==> config.mk <==
export PLATFORM = sky130hd
export DESIGN_NAME = shiftreg_updown_counter
export DESIGN_NICKNAME = d
export VERILOG_FILES = /design/src/rtl/shiftreg_updown_counter.sv
export SDC_FILE = /design/constraint.sdc
export NUM_CORES = 1
export LEC_CHECK = 0
export BUFFER_PORTS_ARGS = -buffer_cell sky130_fd_sc_hd__buf_2
export CORE_UTILIZATION = 35
export DETAILED_ROUTE_END_ITERATION = 16
export PLACE_DENSITY = 0.68
export RECOVER_POWER = 25
export SETUP_SLACK_MARGIN = 0.4
export SLEW_MARGIN = 20
export SYNTH_ARGS = -nofsm -noshare
export SYNTH_HDL_FRONTEND = slang
export SYNTH_SLANG_ARGS = --single-unit
==> constraint.sdc <==
create_clock -name clk -period 1.9 [get_ports clk]
set_clock_uncertainty 0.15 [all_clocks]
set_input_delay 0.095 -clock clk [delete_from_list [all_inputs] [get_ports clk]]
set_output_delay 0.095 -clock clk [all_outputs]
set_load 0.05 [all_outputs]
==> src/rtl/shiftreg_updown_counter.sv <==
// Serial/parallel loadable WIDTH-bit register that counts up or down once loaded,
// with wrap or saturate at the limits and zero / terminal-count / full flags.
module shiftreg_updown_counter #(
  parameter int                WIDTH     = 4,
  parameter bit                WRAP      = 1'b1,
  parameter logic [WIDTH-1:0]  RESET_VAL = '0
) (
  input  logic             clk,
  input  logic             rst,
  input  logic             load,
  input  logic [WIDTH-1:0] load_data,
  input  logic             shift_ena,
  input  logic             d,
  input  logic             count_ena,
  input  logic             count_up,
  output logic [WIDTH-1:0] q,
  output logic             zero,
  output logic             tc,
  output logic             full
);

  localparam int               CW   = $clog2(WIDTH + 1);
  localparam logic [CW-1:0]    CMAX = CW'(WIDTH);
  localparam logic [WIDTH-1:0] ONES = '1;
  localparam logic [WIDTH-1:0] ONE  = WIDTH'(1);

  logic [CW-1:0]    shift_cnt;
  logic [CW-1:0]    shift_cnt_nxt;
  logic [WIDTH-1:0] q_nxt;
  logic             tc_nxt;

  // One operation per edge, in priority order load > shift > count > hold.
  always_comb begin
    q_nxt         = q;
    shift_cnt_nxt = shift_cnt;
    tc_nxt        = 1'b0;
    if (load) begin
      q_nxt         = load_data;
      shift_cnt_nxt = '0;
    end else if (shift_ena) begin
      q_nxt = {q[WIDTH-2:0], d};
      if (shift_cnt != CMAX) shift_cnt_nxt = shift_cnt + CW'(1);
    end else if (count_ena) begin
      if (count_up) begin
        if (q != ONES) begin
          q_nxt  = q + ONE;
          tc_nxt = (q == ONES - ONE);
        end else if (WRAP) begin
          q_nxt = '0;
        end
      end else begin
        // Only a real step into the terminal value pulses tc; wraps and saturated holds do not.
        if (q != '0) begin
          q_nxt  = q - ONE;
          tc_nxt = (q == ONE);
        end else if (WRAP) begin
          q_nxt = ONES;
        end
      end
    end
  end

  always_ff @(posedge clk or posedge rst) begin
    if (rst) begin
      q         <= RESET_VAL;
      shift_cnt <= '0;
      tc        <= 1'b0;
    end else begin
      q         <= q_nxt;
      shift_cnt <= shift_cnt_nxt;
      tc        <= tc_nxt;
    end
  end

  assign zero = (q == '0);
  assign full = (shift_cnt == CMAX);

endmodule

# Word-level counts from Yosys, hierarchy flattened
# Cells that the tools add are included.
# word_totals
ff_bits	8
inputBits	11
output_inout_bits	7
elab_cells	32
# classes
addsub	3
n_eq_ne	5
mux	15
n_reduce_logical	6
# op_table
op	n
$mux W4	6
$mux W3	3
$mux W1	6
$add A4 B1 Y4 const B	1
$eq A4 B1 Y1 const B	1
$eq A4 B4 Y1 const B	1
$logic_not A4 Y1	1
$ne A4 B4 Y1 const B	1
$reduce_bool A2 Y1	2
$reduce_bool A4 Y1	1
$sub A4 B1 Y4 const B	1
$add A3 B1 Y3 const B	1
$eq A3 B3 Y1 const B	1
$ne A3 B3 Y1 const B	1
$reduce_bool A3 Y1	1
$reduce_and A2 Y1	1

# Depth between registers and ports, before layout
# depth
ltp_word	6
mapped_depth	6
depth_no_buf	6

# Worst setup path after synthesis
# Ideal clock, no wire load.
# synth_path
path_type	register -> output
startpoint	reg q[0]
endpoint	out zero
arrival_time_ps	2168
required_time_ps	1655
setup_slack_ps	-513
stages_incl_launch_ff	4
n_path_buf	0
cell_sequence	dfrtp_1 > inv_1 > ha_1 > nor3b_1
# synth_via
elab_chain_len	1
# synth_rtl
item	line_no	rtl
start, declared	16	output logic [WIDTH-1:0] q,
start signal, assigned	69	q <= q_nxt;
$logic_not A4 Y1	75	assign zero = (q == '0);
end, declared	17	output logic zero,
# No other way between the ends.

# Worst setup path in the final report
# layout_path
startpoint	reg q[0]
endpoint	reg q[0]
# layout_via
elab_chain_len	6
elab_cells_between_ends	10
classes_between	add/sub (2); eq/ne (1); mux (6); reduce/logical (1)
# layout_rtl
item	line_no	rtl
$sub A4 B1 Y4, or another cell as far along	54	q_nxt = q - ONE;
$mux W4 (on tied branches)	53, 45	
$mux W4 *	44	if (count_up) begin
$mux W4 *	43	end else if (count_ena) begin
$mux W4 *	40	end else if (shift_ena) begin
$mux W4 *	37	if (load) begin
# Every way passes the cells marked *; elsewhere a longest branch is shown, timed or not. The select of a mux whose other input is x is not followed.
# A chain may end at the register's enable or synchronous reset.

==> out/metrics.yaml <==
run_status:
  status: "finished, final reports clean"
global_routing:
  grt_pass1_vias: 644
  grt_max_degree: 12
  track_usage_pct: 18.7
  grt_pass1_wl_um: 2810
  antenna_found_initial: 0
  overflow: 0
setup_path:
  reg2reg_from: "q[0]"
  path_max_fanout: 3
  end_kind: "register"
  start_kind: "register"
  path_class: "reg -> reg"
  worst_ep_required_time_ps: 1930
  critPathBufInv: 1
  crit_chain: "inv_4 > ha_4 > or4b_4 > nand2_2 > nand3_1 > a32oi_1"
  cpMaxStageDelayCell: "or4b_4"
  r2r_slack_ps: 290
  critPathMaxStageDelay_ps: 470
  arrival_ps: 1640
  rr_worst_depth: 6
  worst_r2r_endpoint: "q[0]"
  critPathTopFamily: "simple AND/OR/NAND/NOR gates"
clocking:
  max-clock-path-buffers: 2
  cts_tree: "yes"
  cts_root_buf: "clkbuf_4"
  insertion_delay_ps: 260
  numCtsBuffers: 3
  htreeDepth: 1
  cts_sinks: 8
  path_clk_slew_ps: 70
sta:
  finalCriticalPeriod_ps: 1610
  tightest_slew_ps: 318
  period_share_pct: 84.6
  slew_headroom_pct: 78.8
  finalWorstSetupSlack_ps: 292
  fmax_mhz: 622
  setup_viol: 0
  setup_tns_ps: 0
  hold_viol: 0
  final-max-slew-violation-count: 0
  rsz0062_at_grt: "yes"
synthesis:
  syn_inst: 78
  synthesis.area_um2: 707
  seq_area_frac_synth_pct: 28.3
  synth_fp_nets: 95
  yosys_warnings: 0
  synthArstFlopShare_pct: 100
  synthDistinctLibCells: 32
  synth_ff_type: "dfrtp_1"
  synth_seq_cells: 8
  synth_edf_count: 0
  synth.avg_cell_area_um2: 9.06
finish:
  area_growth_pct: 37.2
  fin_cells: 133
  stdcell_area_um2: 970
  diodes: 0
  drive_gt1_share_pct: 43.5
  final_util_pct: 53.8
  nNetsFinal: 126
min_path:
  hold_end: "q[0]"
  hp-start: "load_data[0]"
  whs_path_depth: 3
  hold_class: "in -> reg"
route:
  via_per_inst: 5.14
  wl_per_cell_um: 13.4
  drc: 0
  drt-total-wl_um: 1780
  firstDrtPassIters: 4
  drt_iter0_markers: 26
  vias: 683
  antenna_left: 0
power_and_ir_drop:
  p_leak_nw: 0.468
  vdd_drop_max_v: 0.000472
  power_density_mw_per_mm2: 678
floorplan:
  die_area_mm2: 0.00220
  die_h_um: 46.9
  die_w_um: 46.9
  ioPinCount: 18
  initial_utilization_pct: 39.2
  fp-row-count: 15
  coreArea_mm2: 0.00180
placed_design:
  hpwl_um: 1100
  numPortBuffers: 17
  place_area_um2: 800
  place_ws_ps: 227
  gp_congestion: 0.757
  dp_cells: 116
job:
  cap_violations: 0
-- cells in the mapped netlist, types with 2 or more instances --
cell / instances / area, µm²
ha_1: 6 / 75.1
dfrtp_1: 8 / 200
nor3_1: 3 / 15.0
nand4_1: 2 / 12.5
a21oi_1: 3 / 15.0
mux2i_1: 5 / 50.1
buf_6: 3 / 33.8
and2_1: 2 / 12.5
o21ai_0: 7 / 35.0
xnor2_1: 2 / 17.5
nor2_1: 3 / 11.3
nand2_1: 8 / 30.0
inv_1: 6 / 22.5
nand3_1: 2 / 10.0
-- what timing repair did --
action | 4_1_cts | 5_1_grt
hold buffers | 2 | 0
endpoints found under the hold margin | 9 | 0
resized for setup | 9 | 5
setup endpoints to repair | 5 | 7
pin swaps | 6 | 2
setup buffers | 9 | 2
-- kinds of logic after synthesis --
kind of cell	synth area share, %
mux	7.08
compound gates	15.9
buf+inv	11.0
flops	28.3
fa+ha+maj	10.6
xor+xnor	3.72
simple gates	23.4
-- sequential cells by signal, summed over array words and instances (netlist names) --
signal,flops
shift_cnt,3
tc,1
q,4
-- cell usage in the layout, fill, tap and decap left out, types with 3 or more instances in the layout --
| cell type | count |
|---|---|
| a21oi_1 | 3 |
| buf_2 | 15 |
| buf_4 | 12 |
| clkbuf_4 | 3 |
| dfrtp_1 | 4 |
| dfrtp_2 | 4 |
| ha_1 | 3 |
| inv_1 | 4 |
| mux2i_1 | 4 |
| nand2_1 | 7 |
| nor2_1 | 3 |
| nor3_1 | 3 |
| o21ai_0 | 4 |
| o21ai_1 | 4 |
-- tightest hold or removal path: cells and delay by family --
| family | cells | cell delay [ps] |
|---|---|---|
| mux | 1 | 70 |
| compound gates | 1 | 150 |
| buf+inv | 1 | 80 |
-- metrics by stage --
stage | total power, W | hold slack [ps]
after floorplan | 0.000397 | -240
after CTS | 0.000639 | 11.1
after detailed placement | 0.000438 | -90.0
after global placement | 0.000433 | -93.3
after global routing | 0.000701 | 39.7
final | 0.000657 | 18.9
-- routing by layer --
layer	global-route usage [%]	wire, µm
met3	3.08	88
met2	30.6	859
met5	0	0
met4	10.9	55
met1	23.2	775
-- how the worst max path moves through the flow --
stage,from,end,slack [ps],cells after the start
finish,q[0],q[0],290,6
global placement,q[1],q[0],250,6
CTS,q[1],q[0],300,6
detailed placement,q[1],q[0],230,6
floorplan,q[0],q[0],150,6
global route,q[0],q[0],220,6
-- final cells by class --
cell class / count / area [µm²]
clock buffers: 4 / 26.3
fillers: 168 / 832
inverters: 6 / 25.0
multi-input cells: 59 / 474
flip-flops and latches: 8 / 205
well taps: 25 / 31.3
repair buffers: 31 / 208
-- report_power, final --
part | switching, W | total, W | internal [W]
clock | 0.0000677 | 0.000149 | 0.0000808
sequential | 0.0000250 | 0.000213 | 0.000188
combinational | 0.000165 | 0.000296 | 0.000131
No activity file was read; power rests on OpenSTA's default activity.
